### src/rtl/microcode_sequencer.sv
// Microcode sequencer: accepts one microcode word and issues its slots
// as pulse trains of micro-ops to the crossbar controller.
module microcode_sequencer #(
  parameter int MICROCODE_WIDTH = 64,
  parameter int SLOT_W          = 12,
  parameter int NUM_SLOTS       = 5
) (
  input  logic                       clk,
  input  logic                       rst,
  input  logic                       mc_valid,
  input  logic [MICROCODE_WIDTH-1:0] mc_word,
  output logic                       mc_ready,
  input  logic                       flush,
  output logic                       uop_valid,
  output logic [3:0]                 uop_op,
  output logic [3:0]                 uop_row,
  output logic                       uop_first,
  input  logic                       uop_stall,
  output logic                       done,
  output logic                       wb_en,
  output logic                       illegal
);

  localparam int NW = MICROCODE_WIDTH - SLOT_W * NUM_SLOTS - 1;
  localparam int NS = 2 ** NW;
  localparam logic [NW-1:0] NMAX = NW'(NUM_SLOTS);
  localparam logic [NW-1:0] ONE = {{(NW-1){1'b0}}, 1'b1};

  localparam logic [1:0] IDLE  = 2'd0;
  localparam logic [1:0] ISSUE = 2'd1;
  localparam logic [1:0] DONE  = 2'd2;

  logic [1:0]                 state;
  logic [MICROCODE_WIDTH-1:0] word;
  logic [NW-1:0]              idx;
  logic [3:0]                 cnt;

  logic [SLOT_W-1:0] slot [NS];
  logic [NW-1:0]     word_n;
  logic              word_wb;
  logic [NW-1:0]     last;
  logic [NW-1:0]     idx_nx;
  logic [SLOT_W-1:0] nxt;
  logic [NW-1:0]     mc_n;
  logic              mc_wb;
  logic [SLOT_W-1:0] mc_s0;

  // Unused slot positions read as zero so idx never indexes past the array.
  for (genvar k = 0; k < NS; k++) begin : g_slot
    if (k < NUM_SLOTS) begin : g_on
      assign slot[k] = word[k*SLOT_W +: SLOT_W];
    end else begin : g_off
      assign slot[k] = '0;
    end
  end

  assign word_n  = word[MICROCODE_WIDTH-1 -: NW];
  assign word_wb = word[MICROCODE_WIDTH-NW-1];
  assign last    = word_n - ONE;
  assign idx_nx  = idx + ONE;
  assign nxt     = slot[idx_nx];

  assign mc_n  = mc_word[MICROCODE_WIDTH-1 -: NW];
  assign mc_wb = mc_word[MICROCODE_WIDTH-NW-1];
  assign mc_s0 = mc_word[SLOT_W-1:0];

  assign mc_ready = (state == IDLE);

  always_ff @(posedge clk) begin
    if (rst) begin
      state     <= IDLE;
      word      <= '0;
      idx       <= '0;
      cnt       <= '0;
      uop_valid <= 1'b0;
      uop_op    <= '0;
      uop_row   <= '0;
      uop_first <= 1'b0;
      done      <= 1'b0;
      wb_en     <= 1'b0;
      illegal   <= 1'b0;
    end else begin
      done    <= 1'b0;
      wb_en   <= 1'b0;
      illegal <= 1'b0;
      if (flush) begin
        state     <= IDLE;
        word      <= '0;
        idx       <= '0;
        cnt       <= '0;
        uop_valid <= 1'b0;
        uop_op    <= '0;
        uop_row   <= '0;
        uop_first <= 1'b0;
      end else begin
        unique case (state)
          IDLE: begin
            if (mc_valid) begin
              word <= mc_word;
              idx  <= '0;
              if (mc_n == '0) begin
                state <= DONE;
                done  <= 1'b1;
                wb_en <= mc_wb;
              end else if (mc_n > NMAX) begin
                state   <= DONE;
                done    <= 1'b1;
                illegal <= 1'b1;
              end else begin
                state     <= ISSUE;
                cnt       <= mc_s0[3:0];
                uop_valid <= 1'b1;
                uop_op    <= mc_s0[11:8];
                uop_row   <= mc_s0[7:4];
                uop_first <= 1'b1;
              end
            end
          end
          ISSUE: begin
            if (!uop_stall) begin
              if (cnt != 4'd0) begin
                cnt       <= cnt - 4'd1;
                uop_first <= 1'b0;
              end else if (idx == last) begin
                state     <= DONE;
                idx       <= '0;
                uop_valid <= 1'b0;
                uop_op    <= '0;
                uop_row   <= '0;
                uop_first <= 1'b0;
                done      <= 1'b1;
                wb_en     <= word_wb;
              end else begin
                idx       <= idx_nx;
                cnt       <= nxt[3:0];
                uop_op    <= nxt[11:8];
                uop_row   <= nxt[7:4];
                uop_first <= 1'b1;
              end
            end
          end
          DONE: begin
            state <= IDLE;
          end
          default: begin
            state <= IDLE;
          end
        endcase
      end
    end
  end

endmodule

### config.mk
export PLATFORM = sky130hd
export DESIGN_NAME = microcode_sequencer
export DESIGN_NICKNAME = d
export VERILOG_FILES = /design/src/rtl/microcode_sequencer.sv
export SDC_FILE = /design/constraint.sdc
export NUM_CORES = 1
export LEC_CHECK = 0
export CAP_MARGIN = 20
export CORE_AREA = 4 4 93 95
export DETAILED_ROUTE_END_ITERATION = 6
export DIE_AREA = 0 0 97 99
export GPL_ROUTABILITY_DRIVEN = 0
export PLACE_DENSITY = 0.77
export RECOVER_POWER = 25
export SLEW_MARGIN = 10
export SYNTH_ARGS = -nofsm -noshare
export SYNTH_HDL_FRONTEND = slang
export SYNTH_SLANG_ARGS = --single-unit
### constraint.sdc
create_clock -name clk -period 4.9 [get_ports clk]
set_input_delay 0.98 -clock clk [delete_from_list [all_inputs] [get_ports clk]]
set_output_delay 0.98 -clock clk [all_outputs]
set_load 0.02 [all_outputs]
## Word level (Yosys, flattened, before mapping)

Cells that the tools add are included.

| word-level totals | value |
|---|---|
| register bits after elaboration | 86 |
| bits in latches | 0 |
| memory bits (writable) | 0 |
| bits in read-only memories | 0 |
| output and inout port bits | 14 |
| memories kept | 0 |

| cells by class | value |
|---|---|
| add/subtract/negate cells | 3 |
| $mul | 0 |
| divide/modulo/power cells | 0 |
| $lt $le $gt $ge | 2 |
| eq/ne operators | 9 |
| shift operators | 0 |
| multiplexer cells | 60 |
| bitwise operators | 3 |
| reductions and logical operators | 13 |

Operator list:

| kind | number |
|---|---|
| $mux W4 | 18 |
| $bmux W12 S3 | 1 |
| $mux W12 | 2 |
| $pmux W4 S2 | 3 |
| $mux W1 | 20 |
| $mux W2 | 6 |
| $mux W3 | 4 |
| $ne A2 B2 Y1 const B | 6 |
| $reduce_and A6 Y1 | 2 |
| $pmux W1 S2 | 4 |
| $reduce_and A4 Y1 | 2 |
| $reduce_and A7 Y1 | 1 |
| $pmux W3 S2 | 1 |
| $reduce_and A5 Y1 | 1 |
| $reduce_or A5 Y1 | 1 |
| $ge A4 B4 Y1 const B | 1 |
| $not A3 Y4 | 1 |
| $pmux W2 S2 | 1 |
| $reduce_bool A4 Y1 | 1 |
| $sub A4 B1 Y4 const B | 1 |
| $add A3 B1 Y3 const B | 1 |
| $eq A3 B3 Y1 | 1 |
| $gt A3 B3 Y1 const B | 1 |
| $logic_not A3 Y1 | 1 |
| 8 further kinds | 9 |

## Longest topological paths before layout

Gate-level depths: netlist of the first run.

| logic depth | value |
|---|---|
| word-level depth | 9 |
| mapped depth | 9 |

## Worst setup path after synthesis of the first run

OpenSTA, ideal clock, no wires.

| path | value |
|---|---|
| path type | input port to flip-flop |
| start | in mc_word[61] |
| end | reg cnt[1] |
| data arrival time | 2.047 ns |
| path slack | 2.726 ns |
| stages on the path | 5 |
| buffers on the path | 0 |
| cell sequence | or3_1 a211o_1 o211a_4 o21ai_0 a31oi_1 |

| between the ends | value |
|---|---|
| cells in the longest elaborated chain, start to end | 3 |
| elaborated cells on any way between the ends | 5 |

RTL lines:

| item | RTL line | source |
|---|---|---|
| start, declared | 11 | `input logic [MICROCODE_WIDTH-1:0] mc_word,` |
| $gt A3 B3 Y1 or $logic_not A3 Y1 (tied branches) | 105, 101 |  |
| $ne A2 B2 Y1 (no source line) | n/a |  |
| $reduce_and A6 Y1 (no source line) * | n/a |  |
| end signal, assigned | 111 | `cnt <= mc_s0[3:0];` |
| end signal, assigned | 122 | `cnt <= cnt - 4'd1;` |
| end signal, assigned | 135 | `cnt <= nxt[3:0];` |
| end, declared | 36 | `logic [3:0] cnt;` |

Every way passes the cells marked *; elsewhere a longest branch is shown, timed or not.
A chain may end at the register's enable or synchronous reset.

## Final worst setup path of the first run

| path | value |
|---|---|
| start | in flush |
| end | reg done |

| between the ends | value |
|---|---|
| cells in the longest elaborated chain, start to end | 1 |

RTL lines:

| item | RTL line | source |
|---|---|---|
| start, declared | 13 | `input logic flush,` |
| $reduce_or A2 Y1 (no source line) | n/a |  |
| end signal, assigned | 79 | `done <= 1'b0;` |
| end signal, assigned | 83 | `done <= 1'b0;` |
| end signal, assigned | 103 | `done <= 1'b1;` |
| end, declared | 19 | `output logic done,` |

No other way between the ends.

==> results of run 1 <==
==> stage by stage <==
| stage | cell area [um2] | setup WS [ps] |
|---|---|---|
| floorplan | 3810 | 2730 |
| global placement | 4650 | 2120 |
| detailed placement | 4650 | 2050 |
| CTS | 4870 | 2160 |
| global route | 4890 | 998 |
| finish | 4890 | 1230 |
==> metal layers <==
layer  vias to the layer above  GRT usage  wire, um
li1                       1765          -         -
met1                      1651      0.260      4060
met2                       132      0.341      4740
met3                        11     0.0587       798
met4                         0     0.0508       110
met5                         -          0         0
==> state kept, by name (all words and copies together) (netlist names) <==
register,flops
uop_valid,1
uop_row,4
cnt,4
wb_en,1
illegal,1
state,2
uop_op,4
done,1
idx,3
uop_first,1
word,64
==> area by class of cell <==
class | count | area, um2 | area share
tap | 102 | 128 | 0.0261
clock buffer | 11 | 141 | 0.0289
clock inverter | 5 | 82.6 | 0.0169
inverter | 6 | 22.5 | 0.00460
multi-input combinational | 352 | 1930 | 0.394
timing repair buffer | 87 | 871 | 0.178
sequential | 86 | 1720 | 0.352
==> cell usage after synthesis (4+ instances only) <==
| master | instances | area [um2] |
|---|---|---|
| nand2_1 | 144 | 541 |
| a21oi_1 | 98 | 490 |
| dfxtp_1 | 86 | 1720 |
| clkbuf_1 | 23 | 86.3 |
| o21ai_0 | 16 | 80.1 |
| nand3_1 | 14 | 70.1 |
| nor2_1 | 10 | 37.5 |
| mux4_2 | 9 | 203 |
| nor3_1 | 7 | 35.0 |
| inv_1 | 6 | 22.5 |
| buf_2 | 5 | 25.0 |
| mux2i_1 | 5 | 50.1 |
| nand2b_1 | 5 | 31.3 |
| buf_1 | 4 | 15.0 |
==> power groups by stage <==
stage / clock network, W / logic, W / registers [W]
after floorplan: 0 / 0.000116 / 0.000757
after global placement: 0 / 0.000209 / 0.000754
after detailed placement: 0 / 0.000212 / 0.000755
after CTS: 0.000553 / 0.000213 / 0.000739
after global routing: 0.000581 / 0.000238 / 0.000742
final: 0.000550 / 0.000216 / 0.000739
==> worst paths after layout <==
check                           cells after the start  slack, ps                endpoint                    from
worst max-delay path                                4       1230         done$_SDFF_PP0_                   flush
worst min register to register                      2        460  uop_first$_SDFFE_PP0P_  uop_first$_SDFFE_PP0P_
worst min-delay path                                2        460  uop_first$_SDFFE_PP0P_  uop_first$_SDFFE_PP0P_
worst max register to register                      7       2160     cnt[3]$_SDFFE_PP0P_     idx[0]$_SDFFE_PP0P_
==> critical path, stage by stage <==
cell and delay (ps):
dlygate4sd3_1 550, or2_0 1660, buf_4 580, nor4b_1 110
==> cells by family (layout without fill, tap and decap cells) <==
kind of cell,after synthesis,count (layout),share of synthesized area
compound gates,132,132,0.191
xor+xnor,5,5,0.0154
simple gates,197,197,0.219
fa+ha+maj,3,3,0.00984
mux,15,15,0.0692
buf+inv,40,109,0.0449
flops,86,86,0.451
==> results_dict.tcl, run 1 <==
set metrics [dict create \
    synth-warning-count 0 \
    total_switching_power_w 0.000376 \
    stdcell_count 649 \
    path_class "input port to register" \
    chipHeight_um 99 \
    final.period_utilization 0.748 \
    design.final.nets 614 \
    timing.hold.ws_ps 456 \
    first_iter_violations 280 \
    synthesis.instances 478 \
    setup-tns-final_ps 0 \
    power.share.switching 0.250 \
    grt_max_degree 67 \
    cellPowerDensity_mw_per_mm2 308 \
    cts_buffer_depth 2 \
    dp_hpwl_um 7030 \
    setup.worst_path.start_class "input port" \
    wl_per_cell_um 15.0 \
    final-setup-viol-count 0 \
    maxCapViolations 1 \
    clockPowerShare 0.365 \
    cellInternalPower_w 0.00113 \
    failed_checks "max-capacitance violations, max-slew violations" \
    syn-mean-instance-area_um2 7.98 \
    synthesis.nets 550 \
    run_status "finished, violations left" \
    worst_ir_drop_vdd_v 0.000163 \
    power_frac_comb 0.143 \
    layout.core_utilization 0.633 \
    total_die_area_mm2 0.00960 \
    tritoncts.num_buffers 9 \
    count_of_pins_over_their_slew_limit 42 \
    first_pass_grt_wire_length_um 16100 \
    fillCellCount 674 \
    cts_post_setup_buffers_inserted 0 \
    power.leakage_nw 1.69 \
    synth_enable_flop_cells 0 \
    hp-class "register to register" \
    htree_num_levels 3 \
    grt_setup_unrepaired "false" \
    synth_top_flop_cell "dfxtp_1" \
    final_cell_mix "nand2_1 (143), a21oi_1 (98), dfxtp_1 (86)" \
    skew_ps 10.1 \
    fin_total_pwr_w 0.00150 \
    floorplan.io_pins 83 \
    place.detailed.instances 632 \
    final_number_of_hold_violating_endpoints 0 \
    cp_max_fanout 41 \
    worstPathArrival_ps 3880 \
    cts_tree "yes" \
    ys_seq_elements 86 \
    initial_antenna_violation_count 0 \
    start_util 0.494 \
    finalWirelength_um 9710 \
    count_of_antenna_violating_nets_left_after_detailed_routing 0 \
    clock_sinks 86 \
    post_cts_hold_buffer_count 0 \
    crit_required_ps 5120 \
    postCtsResizedCells 0 \
    leading_cell_type_in_the_layout_fill_and_taps_excluded "nand2_1" \
    final_period_minus_worst_setup_slack_ps 3670 \
    timing.slew.headroom -0.521 \
    timing.fmax_mhz 273 \
    ctsRootBufferMaster "clkbuf_8" \
    tightest_slew_ps 2280 \
    async_sr_flop_fraction 0 \
    core_area_mm2 0.00773 \
    grt_pass1_vias 3371 \
    clkLatencyLatePin_ps 350 \
    syn_area_mm2 0.00381 \
    flow.area_growth_from_synthesis_pct 28.2 \
    rows 32 \
    critPathCaptureType "register" \
    route.vias.total 3559 \
    seq_power_share 0.491 \
    yosys.cell_types.count 44 \
    vias_per_cell 5.48 \
    port_buffers 82 \
    n_antenna_cell 0 \
    post-route-drc-count 0 \
    chip_width_um 97 \
    share_of_post_route_cells_with_drive_strength_above_1 0.0658 \
    grt_use_total 0.204 \
    drtPass1Iterations 6 \
    clkSlewWorstSetupHoldPaths_ps 80 \
    synth-seq-area-share 0.451 \
    global_route.overflow_total 0 \
]
Note: power is estimated with default switching activity, not from simulation.
==> run 2, diff against run 1 <==
- clock period: 4.9 -> 3.4 ns (I/O delays scaled with it)
==> run 2 against run 1 <==
Against the previous run:
- the flow now finishes without violations
- register-to-register slack worse by 1200 ps
- worst setup slack got worse by 610 ps
- cell area up 0.20%
- clock power increased by 45%
- critical path depth is the same
- cell count is 0.46% higher
- first-iteration DRC count is 18% lower
- count of clock-buffer cells in the layout up 1
- hold slack better by 1.3 ps
- core utilization increased by 0.13 points
- combinational power grew 44%
- critical endpoint is now illegal$_SDFF_PP0_
==> results_dict.tcl, run 2 (synthesis results as in run 1) <==
set metrics [dict create \
    run_status "complete, no violations" \
    setup-tns-final_ps 0 \
    route.vias.total 3619 \
    path_class "input port to register" \
    share_of_post_route_cells_with_drive_strength_above_1 0.0691 \
    cts_post_setup_buffers_inserted 0 \
    timing.slew.headroom 0.246 \
    clkLatencyLatePin_ps 360 \
    vias_per_cell 5.55 \
    grt_use_total 0.209 \
    timing.hold.ws_ps 458 \
    detailedPlace.worstSlack_ps 848 \
    crit_path_max_delay_cell_type "or2_0" \
    post_cts_hold_buffer_count 0 \
    crit_required_ps 3610 \
    tritoncts.num_buffers 9 \
    rows 32 \
    crit_path_max_incr_delay_ps 860 \
    timing.critical_path.max_delay_family "buffers and inverters" \
    tightest_slew_ps 1130 \
    number_of_flip_flops_in_the_largest_register 64 \
    cp.buffers_inverters 2 \
    worstPathArrival_ps 2980 \
    ctsRootBufferMaster "clkbuf_8" \
    cp_max_fanout 22 \
    cellPowerDensity_mw_per_mm2 444 \
    drtPass1Iterations 5 \
    initial_antenna_violation_count 0 \
    chip_width_um 97 \
    count_of_antenna_violating_nets_left_after_detailed_routing 0 \
    postPlaceCellArea_mm2 0.00469 \
    critPathCaptureType "register" \
    dp_hpwl_um 7430 \
    port_buffers 82 \
    design.final.nets 618 \
    first_pass_grt_wire_length_um 16200 \
    count_of_pins_over_their_slew_limit 0 \
    grt_setup_unrepaired "false" \
    worst_ir_drop_vdd_v 0.000228 \
    start_util 0.494 \
    core_area_mm2 0.00773 \
    worst_slack_ps 626 \
    stdcell_area_mm2 0.00490 \
    postCtsResizedCells 0 \
    setup.worst_path.start_class "input port" \
    htree_num_levels 3 \
    post-route-drc-count 0 \
    clkSlewWorstSetupHoldPaths_ps 80 \
    final-setup-viol-count 0 \
    wl_per_cell_um 15.5 \
    final_cell_mix "nand2_1 (143), a21oi_1 (98), dfxtp_1 (86)" \
    chipHeight_um 99 \
    global_route.overflow_total 0 \
    clock_sinks 86 \
    final_number_of_hold_violating_endpoints 0 \
    leading_cell_type_in_the_layout_fill_and_taps_excluded "nand2_1" \
    cts_tree "yes" \
    final.period_utilization 0.816 \
    floorplan.io_pins 83 \
    first_iter_violations 230 \
    hp-class "register to register" \
    maxCapViolations 0 \
    cts_buffer_depth 2 \
    path_cells "dlygate4sd3_1, or2_0, clkbuf_1, nor3_1" \
    skew_ps 7.38 \
    final_period_minus_worst_setup_slack_ps 2770 \
    power.leakage_nw 1.68 \
    grt_max_degree 40 \
    n_antenna_cell 0 \
    finalWirelength_um 10100 \
    timing.fmax_mhz 360 \
    largest-register "word" \
    total_die_area_mm2 0.00960 \
    flow.area_growth_from_synthesis_pct 28.5 \
    grt_pass1_vias 3409 \
]
## run 2: cell count changes in the layout (fill, tap and decap cells not counted), sizes merged
cell / delta
clkdlybuf4s50: +3
dlygate4sd3: -3
clkbuf: +3
buf: +2
clkinv: -3
clkinvlp: +1
## run 2: report_power, final
part / leakage (nW) / internal [W] / switching (W)
clock network: 0.109 / 0.000450 / 0.000349
registers: 0.700 / 0.00104 / 0.0000235
logic: 0.875 / 0.000148 / 0.000164
## run 2: through the flow
step | power [W] | cells | utilization
after floorplan | 0.00126 | 478 | -
after global placement | 0.00139 | 637 | 0.606
after detailed placement | 0.00140 | 637 | 0.606
after CTS | 0.00219 | 652 | 0.635
after global routing | 0.00227 | 652 | 0.634
final | 0.00218 | 652 | 0.634
## run 2: tightest hold or removal path: stages, from the launching register on
cell and delay, ps:
dfxtp_1 310, nand2_1 50, a21oi_1 50
## run 2: worst paths after layout
kind / from / to / slack, ps / cells after the start
worst max-delay path: rst / illegal$_SDFF_PP0_ / 630 / 4
worst max register to register: idx[1]$_SDFFE_PP0P_ / cnt[3]$_SDFFE_PP0P_ / 920 / 6
worst min-delay path: word[10]$_SDFFE_PP0P_ / word[10]$_SDFFE_PP0P_ / 460 / 2
worst min register to register: word[10]$_SDFFE_PP0P_ / word[10]$_SDFFE_PP0P_ / 460 / 2
## run 2: area by class of cell
cell class / instances / area, um2
Multi-Input combinational cell: 352 / 1930
Sequential cell: 86 / 1720
Inverter: 6 / 22.5
Clock inverter: 3 / 67.6
Timing Repair Buffer: 91 / 882
Clock buffer: 12 / 155
Fill cell: 670 / 2830
Tap cell: 102 / 128
## run 2: layer usage
metal | vias to the layer above | part of all wire | wire length [um] | GRT usage
met5 | - | 0 | 0 | 0
met4 | 0 | 0.032 | 321 | 0.104
met3 | 26 | 0.069 | 695 | 0.0488
met2 | 138 | 0.48 | 4880 | 0.347
met1 | 1683 | 0.42 | 4230 | 0.256
li1 | 1772 | - | - | -
